<file path="config.mk">
export PLATFORM = sky130hd
export DESIGN_NAME = dmem_port_arbiter
export DESIGN_NICKNAME = d
export VERILOG_FILES = /design/src/rtl/dmem_port_arbiter.sv
export SDC_FILE = /design/constraint.sdc
export NUM_CORES = 1
export LEC_CHECK = 0
export BUFFER_PORTS_ARGS = -buffer_cell sky130_fd_sc_hd__buf_2
export CORE_ASPECT_RATIO = 1.25
export CORE_MARGIN = 5
export CORE_UTILIZATION = 41
export CTS_CLUSTER_DIAMETER = 100
export DETAILED_ROUTE_END_ITERATION = 6
export GPL_ROUTABILITY_DRIVEN = 0
export PLACE_DENSITY_LB_ADDON = 0.12
export SLEW_MARGIN = 5
export SYNTH_ARGS = -nofsm -noshare
export SYNTH_HDL_FRONTEND = slang
export SYNTH_SLANG_ARGS = --single-unit
</file>
<file path="constraint.sdc">
create_clock -name clk_i -period 3.2 [get_ports clk_i]
set_input_delay 0.32 -clock clk_i [delete_from_list [all_inputs] [get_ports clk_i]]
set_output_delay 0.32 -clock clk_i [all_outputs]
set_load 0.03 [all_outputs]
</file>
<file path="src/rtl/dmem_port_arbiter.sv">
// rtl/dmem_port_arbiter.sv - round-robin arbiter and access sequencer for the shared data memory port
//
// Shares one data memory port among four requesters (0: CPU load/store,
// 1: instruction-fetch refill, 2: debug, 3: DMA). The winner's index drives
// the select of the external 4:1 address / write-data / write-enable muxes.
// The memory enable is held for MEM_LAT cycles. The winner then gets a
// one-cycle done pulse.
//
// Ports:
//   clk_i     system clock, rising edge
//   rst_i     asynchronous active-high reset
//   req_i     per-requester request, held until the matching done_o bit
//   we_i      per-requester write flag, sampled at grant only
//   select_o  binary index of the current or last winner (mux select)
//   gnt_o     one-hot grant, high for the whole access
//   mem_en_o  data memory enable
//   mem_we_o  data memory write enable (winner's we_i latched at grant)
//   done_o    one-hot one-cycle completion pulse
//   busy_o    high whenever the sequencer is not idle

module dmem_port_arbiter #(
    parameter int MEM_LAT = 2
) (
    input  logic       clk_i,
    input  logic       rst_i,
    input  logic [3:0] req_i,
    input  logic [3:0] we_i,
    output logic [1:0] select_o,
    output logic [3:0] gnt_o,
    output logic       mem_en_o,
    output logic       mem_we_o,
    output logic [3:0] done_o,
    output logic       busy_o
);

    typedef enum logic [1:0] {
        IDLE   = 2'd0,
        ACCESS = 2'd1,
        RESP   = 2'd2
    } state_t;

    localparam logic [3:0] CNT_INIT = 4'(MEM_LAT - 1);

    state_t     state;
    logic [1:0] ptr;
    logic [3:0] cnt;

    // Round-robin pick: first set request bit starting at ptr and wrapping.
    logic [1:0] winner;
    logic       found;
    logic [1:0] idx;

    always_comb begin
        winner = ptr;
        found  = 1'b0;
        idx    = ptr;
        for (int k = 0; k < 4; k++) begin
            idx = ptr + 2'(k);
            if (!found && req_i[idx]) begin
                winner = idx;
                found  = 1'b1;
            end
        end
    end

    always_ff @(posedge clk_i or posedge rst_i) begin
        if (rst_i) begin
            state    <= IDLE;
            ptr      <= 2'd0;
            cnt      <= 4'd0;
            select_o <= 2'd0;
            gnt_o    <= 4'd0;
            mem_en_o <= 1'b0;
            mem_we_o <= 1'b0;
            done_o   <= 4'd0;
            busy_o   <= 1'b0;
        end else begin
            case (state)
                IDLE: begin
                    // select_o is left alone when nothing is requested so the
                    // mux output does not move between accesses.
                    if (found) begin
                        select_o <= winner;
                        gnt_o    <= 4'b0001 << winner;
                        mem_en_o <= 1'b1;
                        mem_we_o <= we_i[winner];
                        busy_o   <= 1'b1;
                        cnt      <= CNT_INIT;
                        state    <= ACCESS;
                    end
                end
                ACCESS: begin
                    // The access runs to completion even if the winner drops
                    // its request early; all inputs are ignored here.
                    if (cnt != 4'd0) begin
                        cnt <= cnt - 4'd1;
                    end else begin
                        gnt_o    <= 4'd0;
                        mem_en_o <= 1'b0;
                        mem_we_o <= 1'b0;
                        done_o   <= 4'b0001 << select_o;
                        ptr      <= select_o + 2'd1;
                        state    <= RESP;
                    end
                end
                RESP: begin
                    // One dead cycle so the winner can lower its request
                    // before the next arbitration.
                    done_o <= 4'd0;
                    busy_o <= 1'b0;
                    state  <= IDLE;
                end
                default: begin
                    state    <= IDLE;
                    gnt_o    <= 4'd0;
                    mem_en_o <= 1'b0;
                    mem_we_o <= 1'b0;
                    done_o   <= 4'd0;
                    busy_o   <= 1'b0;
                end
            endcase
        end
    end

endmodule

</file>
# Yosys cells after proc, flatten, opt, wreduce, memory -nomap -nowiden
# Cells that the tools add are included.
dict set report classes {
  n_eq_ne 5
  n_reduce_logical 16
  n_lt_le_gt_ge 5
  shifts 2
  addsub 5
  n_bitwise 4
  mux 34
}
# cell n
set op_table {}
lappend op_table {{$mux 4} 5}
lappend op_table {{$pmux 4 s2} 2}
lappend op_table {{$lt 2x3->1 const B} 5}
lappend op_table {{$mux 1} 12}
lappend op_table {{$pmux 4 s3} 1}
lappend op_table {{$bmux 1 s2} 5}
lappend op_table {{$mux 2} 5}
lappend op_table {{$reduce_and 2->1} 5}
lappend op_table {{$shl 1x2->4 const A} 2}
lappend op_table {{$ne 2x2->1 const B} 3}
lappend op_table {{$pmux 1 s3} 2}
lappend op_table {{$reduce_and 3->1} 2}
lappend op_table {{$add 2x1->2 const B} 2}
lappend op_table {{$add 2x2->2 const B} 2}
lappend op_table {{$not 1->1} 4}
lappend op_table {{$pmux 2 s2} 1}
lappend op_table {{$reduce_bool 4->1} 1}
lappend op_table {{$sub 4x1->4 const B} 1}
lappend op_table {{$logic_and 1x1->1} 3}
lappend op_table {{$logic_not 1->1} 3}
lappend op_table {{$eq 2x1->1 const B} 1}
lappend op_table {{$eq 2x2->1 const B} 1}
lappend op_table {{$logic_not 2->1} 1}
lappend op_table {{$pmux 1 s2} 1}
lappend op_table {{$reduce_bool 2->1} 1}
dict set report totals {
  ff_bits 21
  elab_cells 80
  output_inout_bits 13
}

# Depth between registers and ports, before layout
dict set report depth {
  depth_word 16
  depth_mapped 7
  depth_no_buf 7
}

# Worst setup path before layout
# Ideal clock, no wire load.
dict set report synth_timing {
  kind {register to register}
  from {register cnt[0]}
  to {register cnt[3]}
  path_buffers 0
  period_less_slack_ns 1.675
  setup_ns 0.149
  stages_incl_launch_ff 8
  slack_ns 1.525
  arrival_time_ns 1.526
  path_cell_list {dfrtp_1 > inv_1 > ha_1 > nor3b_1 > or3b_1 > nor4_1 > xnor2_1 > nor2_1}
}
dict set report synth_via {
  elab_chain_cells 3
  word_cells_on_any_way 6
}
# element line
set synth_rtl {}
lappend synth_rtl {{start: declaration} 46} ;# logic [3:0] cnt;
lappend synth_rtl {{start signal: assignment} 96} ;# cnt <= cnt - 4'd1;
lappend synth_rtl {{$sub 4x1->4 / $reduce_bool 4->1 (equally long branches)} {96, 95}}
lappend synth_rtl {{$mux 4 / $ne 2x2->1 (equally long branches)} -}
lappend synth_rtl {{$pmux 4 s2 / $reduce_and 3->1 (equally long branches)} -}
# Parallel ways exist; a longest one is shown, timed or not. The select of a mux whose other input is x is not followed.
# A chain may end at the register's enable or synchronous reset.

# Final worst setup path
dict set report layout_timing {
  from {register cnt[0]}
  to {register mem_we_o}
}
dict set report layout_via {
  elab_chain_cells 3
}
# element line
set layout_rtl {}
lappend layout_rtl {{$reduce_bool 4->1} 95} ;# if (cnt != 4'd0) begin
lappend layout_rtl {{$ne 2x2->1 (no source line)} -}
lappend layout_rtl {{$reduce_and 3->1 (no source line)} -}
lappend layout_rtl {{end signal: assignment} 86} ;# mem_we_o <= we_i[winner];
lappend layout_rtl {{end: declaration} 31} ;# output logic mem_we_o,
# No other way between the ends.

==> flow_summary.toml <==
[run_status]
status = "finished clean"

[worst_setup_path]
slowest_delay_ns = 0.43
critPathCaptureType = "flip-flop"
critPathMaxFanout = 5
worstPathArrival_ns = 2.05
slowest_stage = "nor3b_1"
startpoint_type = "flip-flop"
path_class = "reg -> reg"
required_ns = 3.40
cp_cell_sequence = "inv_1 -> ha_1 -> nor3b_1 -> o21ai_0 -> and2_1 -> a22o_1"

[power]
vdd_drop_max_v = 0.000581
power_density_mw_per_mm2 = 990
p_leak_nw = 0.612

[sta]
timing.fmax_mhz = 541
rsz0062_at_grt = "no"
slew_headroom_pct = 37.0
fin_worst_skew_ns = 0.00560
tightest_slew_ns = 0.938
tns_ns = 0
post-route-period-util_pct = 57.8
maxSlewViolCount = 0
fin_crit_ns = 1.85
setup_violations = 0
hold_viol_final = 0

[layout]
finalInstanceArea_mm2 = 0.00120
drive_above_1_share_pct = 24.0
syn_to_final_growth_pct = 16.3
nets = 142
fin_util_pct = 49.6
mostFrequentLayoutCell = "buf_2"
diodes = 0
final_cell_mix = "buf_2 (22), dfrtp_1 (21), nand2_1 (11)"

[cts]
cts_tree = "built"
clkLatencyLatePin_ns = 0.30
cts_resized = 0
clk_pin_slew_ns = 0.11
post_cts_buffers = 0
cts_buffers = 3
max-clock-path-buffers = 2
cts_hold_buffers = 0
cts_root_buf = "clkbuf_4"
clock_sinks = 21
htreeDepth = 1

[synth]
syn_nets = 117
ys_seq_area_share_pct = 50.7
synth_area_mm2 = 0.00104
synth.avg_cell_area_um2 = 10.3
synthCells = 101
synth_edf_count = 0
ys.flop_type = "dfrtp_1"
ys_seq_elements = 21
yosysWarnings = 0
async_flop_share_pct = 100
synth.distinct_cells = 31

[drt]
postRouteAntennaNets = 0
vias = 795
first_iter_violations = 20
drt_first_pass_iters = 4
drc = 0
drt-wirelength-per-cell_um = 13.2
vias_per_cell = 5.03
drt_wl_total_mm = 2.08

[global_route]
antenna_found_initial = 0
top_usage_layer = "met2"
gr-usage-met2_pct = 21.6
grt_max_degree = 22
grt_pass1_wl_mm = 3.59
grt_usage_pct = 13.5
use_met3_pct = 2.71
overflow = 0
grt_pass1_vias = 824
gr-usage-met1_pct = 16.8

[floorplan]
die-area_mm2 = 0.00364
core_mm2 = 0.00243
die_x_um = 55.0
die_h_um = 66.2
io_pins = 23
num_rows = 20
start_util_pct = 42.7

[placement]
portBuffers = 22
dp_hpwl_mm = 1.57
place_area_mm2 = 0.00118

[run]
cap_violations = 0

[worst_hold_path]
min_path_type = "in -> async"
## Yosys cell counts (2+ instances only)
| cell type | instances | area [µm²] |
|---|---|---|
| a21o_1 | 2 | 15.0 |
| a22o_1 | 2 | 17.5 |
| nor3_1 | 2 | 10.0 |
| nor4_1 | 2 | 12.5 |
| inv_1 | 10 | 37.5 |
| dfrtp_1 | 21 | 526 |
| nand2_1 | 11 | 41.3 |
| ha_1 | 6 | 75.1 |
| and2_1 | 2 | 12.5 |
| o21ai_1 | 2 | 10.0 |
| o21ai_0 | 7 | 35.0 |
| nor3b_1 | 2 | 15.0 |
| nor2_1 | 9 | 33.8 |
| a21oi_1 | 3 | 15.0 |
| mux2i_1 | 4 | 40.0 |
## metal layers
layer | wire (µm) | part of all wire (%)
met5 | 0 | 0
met2 | 1040 | 50
met3 | 66 | 3.2
met4 | 32 | 1.5
met1 | 948 | 46
## cell type report
| type | instances | area, µm² |
|---|---|---|
| Sequential cell | 21 | 526 |
| Inverter | 10 | 37.5 |
| Tap cell | 33 | 41.3 |
| Timing Repair Buffer | 22 | 110 |
| Clock buffer | 4 | 26.3 |
| Fill cell | 227 | 1220 |
| Multi-Input combinational cell | 68 | 464 |
## state kept, by name, indices dropped and copies added, names as in the netlist
register  count
ptr           2
mem_we_o      1
done_o        4
cnt           4
busy_o        1
state         2
gnt_o         4
mem_en_o      1
select_o      2
## power by group
| group | total, mW | switching [mW] | internal (mW) | leakage (nW) |
|---|---|---|---|---|
| combinational | 0.600 | 0.380 | 0.220 | 0.333 |
| clock | 0.126 | 0.0773 | 0.0485 | 0.0150 |
| sequential | 0.468 | 0.0943 | 0.373 | 0.265 |
## metrics by stage
stage	setup WS, ns	std cells	power (mW)	hold WS [ns]
2_1_floorplan	1.53	101	0.917	0.297
3_3_place_gp	1.35	154	1.06	0.472
3_5_place_dp	1.35	154	1.08	0.465
4_1_cts	1.32	158	1.21	0.170
5_1_grt	1.20	158	1.31	0.211
6_report	1.35	158	1.19	0.143
## critical path: cells and delay by family, from the launching register on
kind	cells	cell delay [ns]
buf+inv	1	0.09
flops	1	0.42
fa+ha+maj	1	0.15
simple gates	2	0.67
compound gates	2	0.42
## final timing paths
| kind | startpoint | to | slack (ns) | cells after the start |
|---|---|---|---|---|
| max | cnt[0] | mem_we_o | 1.35 | 6 |
| min | rst_i | ptr[0] | 0.14 | 2 |
| min in group clk_i | we_i[2] | mem_we_o | 0.46 | 3 |
| max reg2reg | cnt[0] | mem_we_o | 1.35 | 6 |
| max in group asynchronous | rst_i | select_o[1] | 2.57 | 2 |
| min reg2reg | mem_en_o | mem_en_o | 0.49 | 2 |
## kinds of logic after synthesis
kind of cell | Yosys count | synth area share, %
AOI/OAI and AO/OA | 21 | 13.5
xor gates and xnor gates | 2 | 1.69
adders and majority gates | 6 | 7.25
buffers and inverters | 12 | 4.47
DFF | 21 | 50.7
muxes | 5 | 6.04
and+or+nand+nor | 34 | 16.3
Note: power is estimated with default switching activity, not from simulation.
